### config.mk
export PLATFORM = sky130hd
export DESIGN_NAME = pc_fetch_unit
export DESIGN_NICKNAME = d
export VERILOG_FILES = /design/src/rtl/lc3_fetch_pkg.sv /design/src/rtl/fetch_queue.sv /design/src/rtl/pc_fetch_unit.sv
export SDC_FILE = /design/constraint.sdc
export NUM_CORES = 1
export LEC_CHECK = 0
export ABC_AREA = 1
export CAP_MARGIN = 30
export CORE_ASPECT_RATIO = 0.8
export CORE_MARGIN = 4
export CORE_UTILIZATION = 50
export DETAILED_ROUTE_END_ITERATION = 10
export PLACE_DENSITY = 0.75
export SYNTH_ARGS = -nofsm -noshare
export SYNTH_HDL_FRONTEND = slang
export SYNTH_HIERARCHICAL = 1
export SYNTH_SLANG_ARGS = --single-unit
### constraint.sdc
create_clock -name Clk -period 5.5 [get_ports Clk]
set_input_delay 0.825 -clock Clk [delete_from_list [all_inputs] [get_ports Clk]]
set_output_delay 0.825 -clock Clk [all_outputs]
set_load 0.01 [all_outputs]
### src/rtl/lc3_fetch_pkg.sv
// Shared types for the fetch path: FSM state encoding, queue entry layout and
// the reset PC.
package lc3_fetch_pkg;

    parameter int PKG_DATA_W = 16;

    localparam logic [PKG_DATA_W-1:0] PC_RESET_DEF = '0;

    typedef enum logic [1:0] {
        IDLE,
        ISSUE,
        WAIT
    } fetch_state_t;

    typedef struct packed {
        logic [PKG_DATA_W-1:0] pc;
        logic [PKG_DATA_W-1:0] inst;
    } fetch_entry_t;

endpackage

### src/rtl/fetch_queue.sv
// Prefetch FIFO holding {pc, inst} pairs. Flush clears occupancy in one edge.
// The head is read straight from storage, so it holds its last value once empty.
module fetch_queue
    import lc3_fetch_pkg::*;
#(
    parameter int DEPTH = 4,
    localparam int PTR_W = $clog2(DEPTH),
    localparam int CNT_W = PTR_W + 1
) (
    input  logic             clk,
    input  logic             rst,
    input  logic             push,
    input  logic             pop,
    input  logic             flush,
    input  fetch_entry_t     wr_entry,
    output fetch_entry_t     head,
    output logic [CNT_W-1:0] count
);

    fetch_entry_t     mem [DEPTH];
    logic [PTR_W-1:0] rd_ptr;
    logic [PTR_W-1:0] wr_ptr;
    logic             do_push;
    logic             do_pop;

    assign do_pop  = pop && (count != '0);
    assign do_push = push && ((count != CNT_W'(DEPTH)) || do_pop);

    always_ff @(posedge clk or posedge rst) begin
        if (rst) begin
            rd_ptr <= '0;
            wr_ptr <= '0;
            count  <= '0;
        end else if (flush) begin
            rd_ptr <= '0;
            wr_ptr <= '0;
            count  <= '0;
        end else begin
            if (do_push) wr_ptr <= wr_ptr + 1'b1;
            if (do_pop)  rd_ptr <= rd_ptr + 1'b1;
            count <= count + CNT_W'(do_push) - CNT_W'(do_pop);
        end
    end

    // Pointer wrap relies on DEPTH being a power of two.
    always_ff @(posedge clk) begin
        if (do_push && !flush) mem[wr_ptr] <= wr_entry;
    end

    assign head = mem[rd_ptr];

endmodule

### src/rtl/pc_fetch_unit.sv
// Program counter and fetch sequencer for a fixed-latency instruction memory,
// feeding a prefetch queue drained by a valid/ready consumer.
//
// state | meaning
// IDLE  | no read outstanding; waits for run and queue room
// ISSUE | one-cycle read strobe at PC, loads the latency counter
// WAIT  | counts down; captures mem_rdata when the counter reaches 1
module pc_fetch_unit
    import lc3_fetch_pkg::*;
#(
    parameter int                DATA_W   = PKG_DATA_W,
    parameter logic [DATA_W-1:0] PC_RESET = DATA_W'(PC_RESET_DEF),
    parameter int                MEM_LAT  = 2,
    parameter int                FQ_DEPTH = 4,
    localparam int               CNT_W    = $clog2(FQ_DEPTH) + 1
) (
    input  logic              Clk,
    input  logic              Reset,
    input  logic              run,
    input  logic              redirect_valid,
    input  logic [DATA_W-1:0] redirect_target,
    output logic              mem_rd_en,
    output logic [DATA_W-1:0] mem_addr,
    input  logic [DATA_W-1:0] mem_rdata,
    output logic              inst_valid,
    input  logic              inst_ready,
    output logic [DATA_W-1:0] inst_data,
    output logic [DATA_W-1:0] inst_pc,
    output logic [DATA_W-1:0] fetch_pc,
    output logic [CNT_W-1:0]  fq_count
);

    fetch_state_t      state;
    logic [DATA_W-1:0] pc;
    logic [3:0]        wait_cnt;
    logic              capture;
    logic              pop;
    logic [CNT_W-1:0]  count;
    logic [CNT_W-1:0]  count_next;
    fetch_entry_t      wr_entry;
    fetch_entry_t      head;

    // Sampling is purely counter-timed, so an abandoned read is never captured.
    assign capture    = (state == WAIT) && (wait_cnt == 4'd1);
    assign pop        = inst_valid && inst_ready;
    assign count_next = count + CNT_W'(capture) - CNT_W'(pop);
    assign wr_entry   = {pc, mem_rdata};

    always_ff @(posedge Clk or posedge Reset) begin
        if (Reset) begin
            state    <= IDLE;
            pc       <= PC_RESET;
            wait_cnt <= '0;
        end else if (redirect_valid) begin
            state    <= IDLE;
            pc       <= redirect_target;
            wait_cnt <= '0;
        end else begin
            case (state)
                IDLE: begin
                    if (run && (count < CNT_W'(FQ_DEPTH))) state <= ISSUE;
                end
                ISSUE: begin
                    wait_cnt <= 4'(MEM_LAT);
                    state    <= WAIT;
                end
                WAIT: begin
                    wait_cnt <= wait_cnt - 4'd1;
                    if (capture) begin
                        pc    <= pc + 1'b1;
                        state <= (run && (count_next < CNT_W'(FQ_DEPTH))) ? ISSUE : IDLE;
                    end
                end
                default: state <= IDLE;
            endcase
        end
    end

    fetch_queue #(
        .DEPTH (FQ_DEPTH)
    ) u_queue (
        .clk      (Clk),
        .rst      (Reset),
        .push     (capture && !redirect_valid),
        .pop      (pop && !redirect_valid),
        .flush    (redirect_valid),
        .wr_entry (wr_entry),
        .head     (head),
        .count    (count)
    );

    assign mem_rd_en  = (state == ISSUE) && !redirect_valid;
    assign mem_addr   = pc;
    assign inst_valid = (count != '0);
    assign inst_data  = head.inst;
    assign inst_pc    = head.pc;
    assign fetch_pc   = pc;
    assign fq_count   = count;

endmodule

# After elaboration in Yosys (flattened, before gate mapping)
# Memory sizes are Yosys's and may differ from the RTL's.
# Cells that the tools add are included.
# W data, S select, Z words.
[op_classes] muxes=17 reduce_logical=21 n_lt_le_gt_ge=2 n_addsub=8 n_eq_ne=6
[op_table] operator="$mux W16" n=3
[op_table] operator="$add A16 B1 Y16 const B" n=1
[op_table] operator="$mux W2" n=7
[op_table] operator="$logic_and A1 B1 Y1" n=10
[op_table] operator="$ne A3 B3 Y1 const B" n=3
[op_table] operator="$pmux W4 S2" n=1
[op_table] operator="$reduce_bool A2 Y1" n=4
[op_table] operator="$add A3 B1 Y3" n=2
[op_table] operator="$lt A3 B3 Y1 const B" n=2
[op_table] operator="$pmux W2 S3" n=1
[op_table] operator="$reduce_bool A3 Y1" n=2
[op_table] operator="$sub A3 B1 Y3" n=2
[op_table] operator="$add A2 B1 Y2 const B" n=2
[op_table] operator="$eq A4 B1 Y1 const B" n=1
[op_table] operator="$mux W4" n=1
[op_table] operator="$reduce_and A2 Y1" n=2
[op_table] operator="$sub A4 B1 Y4 const B" n=1
[op_table] operator="$mux W1" n=3
[op_table] operator="$mux W3" n=1
[op_table] operator="$eq A2 B1 Y1 const B" n=1
[op_table] operator="$eq A2 B2 Y1 const B" n=1
[op_table] operator="$logic_not A2 Y1" n=1
[op_table] operator="$logic_not A1 Y1" n=1
[op_table] operator="$logic_or A1 B1 Y1" n=1
[word_totals] output_inout_bits=69 elab_cells=61 memories=1 mem_bits_rw=128 input_bits=37 reg_bits=29
[memory_table] memory="u_queue.mem" depth=4 word_bits=32 read_ports=1 rd_ports_with_merged_regs=0 write_ports=1 line_no="fetch_queue.sv:20" rtl="fetch_entry_t mem [DEPTH];"

# Longest topological paths before layout
[logic_depth] ltp_word=10 depth_mapped=14 depth_no_buf=14

# Cells and area by module
# Netlist, hierarchy kept.
[by_module_without_submodules] module="fetch_queue" n_inst=1 cells_per_inst=375 area_per_inst_um2=5228.8 seq_area_each_um2=4018.9
[by_module_without_submodules] module="pc_fetch_unit" n_inst=1 cells_per_inst=239 area_per_inst_um2=1647.8 seq_area_each_um2=550.5

# Worst setup path after synthesis
# No wires, ideal clock.
[synth_timing] path_kind="input-to-reg" start="input port redirect_valid" end="memory u_queue/mem[0][0] in the netlist's numbering, enable pin" stages=7 path_buffers=2 t_required_ps=5079 arrival_time_ps=3060 setup_time_ps=421 setup_slack_ps=2019 path_cell_list="buf_2 > clkbuf_1 > nor2_1 > nor2_1 > nand2_1 > nand3_1 > nor2_1"
[synth_via] elab_chain_cells=8 word_cells_on_any_way=9 classes_between="mux (2); reduce/logical (7)"
[synth_lines] element="start: declaration" line_no="pc_fetch_unit.sv:20" rtl="input logic redirect_valid,"
[synth_lines] element="$logic_not A1 Y1 *" line_no="fetch_queue.sv:47, pc_fetch_unit.sv:84, pc_fetch_unit.sv:85"
[synth_lines] element="$logic_and A1 B1 Y1" line_no="pc_fetch_unit.sv:85" rtl=".pop (pop && !redirect_valid),"
[synth_lines] element="$logic_and A1 B1 Y1" line_no="fetch_queue.sv:26" rtl="assign do_pop = pop && (count != '0);"
[synth_lines] element="$logic_or A1 B1 Y1" line_no="fetch_queue.sv:27" rtl="assign do_push = push && ((count != CNT_W'(DEPTH)) || do_pop);"
[synth_lines] element="$logic_and A1 B1 Y1" line_no="fetch_queue.sv:27"
[synth_lines] element="$logic_and A1 B1 Y1 *" line_no="fetch_queue.sv:47" rtl="if (do_push && !flush) mem[wr_ptr] <= wr_entry;"
[synth_lines] element="$mux W1 *" line_no="fetch_queue.sv:47"
[synth_lines] element="$mux W1 (not written as such) *" line_no="fetch_queue.sv:47"
[synth_lines] element="end: declaration" line_no="fetch_queue.sv:20"
# Mark *: on every way between the ends. The rest lies on a longest branch, timed or not.

# Worst setup path in the final report
[layout_timing] start="register u_queue.rd_ptr[0]" end="output port inst_pc[13]"
[layout_via] elab_chain_cells=1
[layout_lines] element="start: declaration" line_no="fetch_queue.sv:21" rtl="logic [PTR_W-1:0] rd_ptr;"
[layout_lines] element="start signal: assignment" line_no="fetch_queue.sv:40" rtl="if (do_pop) rd_ptr <= rd_ptr + 1'b1;"
[layout_lines] element="$mem_v2 Z4 W32"
[layout_lines] element="end: declaration" line_no="pc_fetch_unit.sv:28" rtl="output logic [DATA_W-1:0] inst_pc,"
# No other way between the ends.

==> results.py <==
metrics = {
    "run_status": {
        "outcome": "finished clean",
    },
    "power_and_ir_drop": {
        "power.clock.fraction_pct": 41.6,
        "intPower_w": 0.00212,
        "net-switching-power_w": 0.000566,
        "power.leakage_nw": 3.17,
        "pwr-share-comb_pct": 7.7,
        "vdd_drop_max_v": 0.000228,
        "power_per_cell_area_nw_per_um2": 313,
        "sequentialPowerShare_pct": 50.7,
        "switching_share_pct": 21.1,
    },
    "sta": {
        "post-route-min-period_ns": 3.49,
        "hold_ws_ns": 0.569,
        "setup_viol": 0,
        "fmax_mhz": 286,
        "hold_viol": 0,
        "drv_slew": 0,
        "timing.max_slew.rel_slack_pct": 32.2,
        "layout_worst_path_cycle_share_pct": 63.5,
        "grt_setup_unrepaired": "false",
        "setup-tns-final_ns": 0,
        "worst_pin_slew_ns": 1.01,
        "skew_ns": 0.00913,
    },
    "final_layout": {
        "syn_to_final_growth_pct": 24.7,
        "post_route_cells_drive_above_1_share_pct": 7.53,
        "final_net_count": 752,
        "diodes": 0,
    },
    "clocking": {
        "cts-htree-levels": 4,
        "clock_sinks": 157,
        "postCtsSetupRepairBufs": 0,
        "library_cell_used_as_clock_root_buffer": "sky130_fd_sc_hd__clkbuf_16",
        "tritoncts": "built",
        "cts_inserted_buffers": 17,
        "max-clock-path-buffers": 2,
        "clk_latency_ns": 0.42,
        "cts_resized": 0,
        "cts-hold-fix-buffers": 0,
        "clk_pin_slew_worst_paths_ns": 0.06,
    },
    "setup_path": {
        "path_class": "flop to output port",
        "worst-path-max-fanout": 36,
        "slack_of_the_worst_reg_to_reg_path_ns": 2.54,
        "setup.worst_path.end_class": "output port",
        "sort_of_element_at_the_start_of_the_critical_path": "flop",
        "reg2regPathDepth": 8,
        "critical_path_arrival_ns": 2.67,
        "r2r_start": "u_queue/count[1]",
        "reg2reg_to": "u_queue/mem[2][10]",
        "critPathRequiredTime_ns": 4.68,
    },
    "logic_synthesis": {
        "synth.top_cell.area_share_pct": 55.9,
        "syn_area_per_cell_sq_um": 11.2,
        "synth_sequential_area_ratio_pct": 66.4,
        "muxShareOfSynthArea_pct": 0,
        "synth-simple-area-share_pct": 14.2,
        "netlist_instances": 614,
        "ys_warn_count": 6,
        "mappedNetlistArea_sq_um": 6880,
        "synth_nets": 662,
        "synth_cell_type_count": 34,
        "post_synth_xor_area_fraction_pct": 0.509,
        "synth.area.top_cells": "sky130_fd_sc_hd__edfxtp_1, sky130_fd_sc_hd__dfrtp_1, sky130_fd_sc_hd__nor2_1",
        "synth_fa_ha_area_share_pct": 2.11,
        "ys_ff_latch": 157,
        "synth_top_cell_by_area": "sky130_fd_sc_hd__edfxtp_1",
        "synth-compound-area-share_pct": 9.81,
        "main_combinational_cell_family_by_area_after_synthesis": "simple AND/OR/NAND/NOR gates",
    },
    "detailed_routing": {
        "initialDrtViolationCount": 354,
        "firstDrtPassIters": 6,
        "remaining_drc_errors": 0,
        "drt-total-wl_mm": 15.0,
        "routed_via_density": 5.41,
        "route.antenna.remaining_nets": 0,
        "drt-wirelength-per-cell_um": 16.7,
        "via_count": 4850,
    },
    "floorplanning": {
        "floorplan.die.width_um": 139,
        "core_sq_um": 13500,
        "dieArea_sq_um": 15700,
        "rows": 38,
        "design.portCount": 106,
        "die_y_um": 113,
        "start_util_pct": 50.9,
    },
    "grt": {
        "grt_overflow_total": 0,
        "grt_max_degree": 68,
        "grt_util_all_layers_pct": 19.5,
        "antenna_found_initial": 0,
        "grt_pass1_wl_mm": 23.9,
        "number_of_global_route_vias_before_repair": 4783,
    },
    "job": {
        "timing.max_cap.violations": 0,
    },
    "min_path": {
        "holdPathStages": 3,
        "timing.hold.worst.class": "flop to flop",
        "hold_start": "state[1]",
        "worstHoldEndpoint": "state[0]",
    },
    "place": {
        "dp_hpwl_mm": 9.46,
        "finalWeightedCongestion": 0.826,
        "input_output_buffers": 105,
    },
}
==> layout by cell type, fill, tap and decap left out, types with 3 or more instances in the layout <==
cell type                         count
sky130_fd_sc_hd__inv_2                6
sky130_fd_sc_hd__nor2_1              89
sky130_fd_sc_hd__clkbuf_8             3
sky130_fd_sc_hd__o21ai_1             23
sky130_fd_sc_hd__ha_1                10
sky130_fd_sc_hd__o22ai_1             33
sky130_fd_sc_hd__clkbuf_1             5
sky130_fd_sc_hd__inv_1               42
sky130_fd_sc_hd__buf_4                3
sky130_fd_sc_hd__edfxtp_1           128
sky130_fd_sc_hd__clkbuf_16           17
sky130_fd_sc_hd__nor2_4               7
sky130_fd_sc_hd__nand4_1              6
sky130_fd_sc_hd__dfrtp_1             28
sky130_fd_sc_hd__clkinv_2             3
sky130_fd_sc_hd__nand2_1             91
sky130_fd_sc_hd__clkdlybuf4s50_1    105
sky130_fd_sc_hd__o21ai_0             50
sky130_fd_sc_hd__a21oi_1              4
sky130_fd_sc_hd__o211ai_1             8
sky130_fd_sc_hd__nand3_1             29
==> synthesized netlist by cell type <==
cell type                  number
sky130_fd_sc_hd__buf_6          5
sky130_fd_sc_hd__nand3_1       29
sky130_fd_sc_hd__xnor2_1        2
sky130_fd_sc_hd__nand3_2        2
sky130_fd_sc_hd__nor2_4         3
sky130_fd_sc_hd__fa_1           1
sky130_fd_sc_hd__inv_2          6
sky130_fd_sc_hd__inv_1         42
sky130_fd_sc_hd__nor3_4         1
sky130_fd_sc_hd__o21ai_0       50
sky130_fd_sc_hd__and2_1         1
sky130_fd_sc_hd__clkinv_1       2
sky130_fd_sc_hd__nand2_1       91
sky130_fd_sc_hd__nand2_2        2
sky130_fd_sc_hd__edfxtp_1     128
sky130_fd_sc_hd__dfrtp_1       29
sky130_fd_sc_hd__a21oi_1        4
sky130_fd_sc_hd__or2_2          1
sky130_fd_sc_hd__o22ai_1       33
sky130_fd_sc_hd__nor2_1        93
sky130_fd_sc_hd__nor2_2         1
sky130_fd_sc_hd__o221ai_1       1
sky130_fd_sc_hd__o21bai_1       1
sky130_fd_sc_hd__o21ai_1       23
sky130_fd_sc_hd__nand4_1        6
sky130_fd_sc_hd__buf_4         22
sky130_fd_sc_hd__buf_2          9
sky130_fd_sc_hd__xor2_1         2
sky130_fd_sc_hd__a31oi_1        1
sky130_fd_sc_hd__clkbuf_1       1
sky130_fd_sc_hd__ha_1          10
sky130_fd_sc_hd__o211ai_1       8
sky130_fd_sc_hd__nor3_1         1
sky130_fd_sc_hd__clkbuf_2       3
==> stage by stage <==
| stage | std cells | cell area, sq um | setup WS, ns | util (%) | total power, W |
|---|---|---|---|---|---|
| global placement | 862 | 7920 | 1.79 | 58.7 | 0.00158 |
| CTS | 895 | 8520 | 2.08 | 63.1 | 0.00271 |
| finish | 897 | 8570 | 2.01 | 63.5 | 0.00269 |
| global route | 897 | 8570 | 1.92 | 63.5 | 0.00280 |
| floorplan | 614 | 6880 | 2.02 | - | 0.00149 |
| detailed placement | 863 | 7940 | 1.67 | 58.8 | 0.00159 |
==> worst max path at each step <==
| stage | end | slack (ns) | cells after the start | from |
|---|---|---|---|---|
| 2_1_floorplan | u_queue/mem[0][0] | 2.02 | 7 | redirect_valid |
| 3_3_place_gp | u_queue/mem[0][9] | 1.79 | 7 | redirect_valid |
| 3_5_place_dp | u_queue/mem[3][10] | 1.67 | 7 | redirect_valid |
| 4_1_cts | inst_pc[13] | 2.08 | 5 | u_queue/rd_ptr[0] |
| 5_1_grt | inst_pc[13] | 1.92 | 5 | u_queue/rd_ptr[0] |
| 6_report | inst_pc[13] | 2.01 | 5 | u_queue/rd_ptr[0] |
==> routing by layer <==
metal,vias to the layer above,share of wire [%],wire [um],global-route usage (%)
met5,-,0,0,0
met4,0,1.4,204,7.69
met3,19,6.1,910,5.41
met2,190,48,7170,31.4
met1,2332,45,6720,25.3
li1,2309,-,-,-
==> power groups by stage <==
stage          logic (W)  clock network, W  registers [W]
2_1_floorplan   0.000110                 0        0.00138
3_3_place_gp    0.000198                 0        0.00139
3_5_place_dp    0.000205                 0        0.00139
4_1_cts         0.000207           0.00114        0.00136
5_1_grt         0.000227           0.00120        0.00137
6_report        0.000206           0.00112        0.00136
==> kinds of logic (layout without fill, tap and decap cells) <==
logic type,after synthesis,count (layout)
xor gates and xnor gates,4,4
DFF,157,157
and+or+nand+nor,231,231
AOI/OAI and AO/OA,121,121
adders and majority gates,11,11
buffers and inverters,90,193
==> layout make-up <==
| cell class | instances | area (sq um) |
|---|---|---|
| Clock buffer | 25 | 485 |
| Sequential cell | 157 | 4570 |
| Tap cell | 180 | 225 |
| Fill cell | 1002 | 4930 |
| Timing Repair Buffer | 111 | 1150 |
| Clock inverter | 7 | 90.1 |
| Inverter | 50 | 188 |
| Multi-Input combinational cell | 367 | 1860 |
==> flip-flops by register name (all words and copies together), names as in the netlist <==
register,count
u_queue/mem,128
fetch_pc,16
wait_cnt,4
u_queue/count,3
state,2
u_queue/rd_ptr,2
u_queue/wr_ptr,2
==> worst max-delay path: stages, from the launching register on <==
cell and delay, ns:
sky130_fd_sc_hd__dfrtp_2 0.40, sky130_fd_sc_hd__inv_2 0.43, sky130_fd_sc_hd__buf_12 0.26, sky130_fd_sc_hd__o21ai_0 0.13, sky130_fd_sc_hd__o22ai_1 0.38, sky130_fd_sc_hd__clkdlybuf4s50_1 0.62
Note: power is estimated with default switching activity, not from simulation.
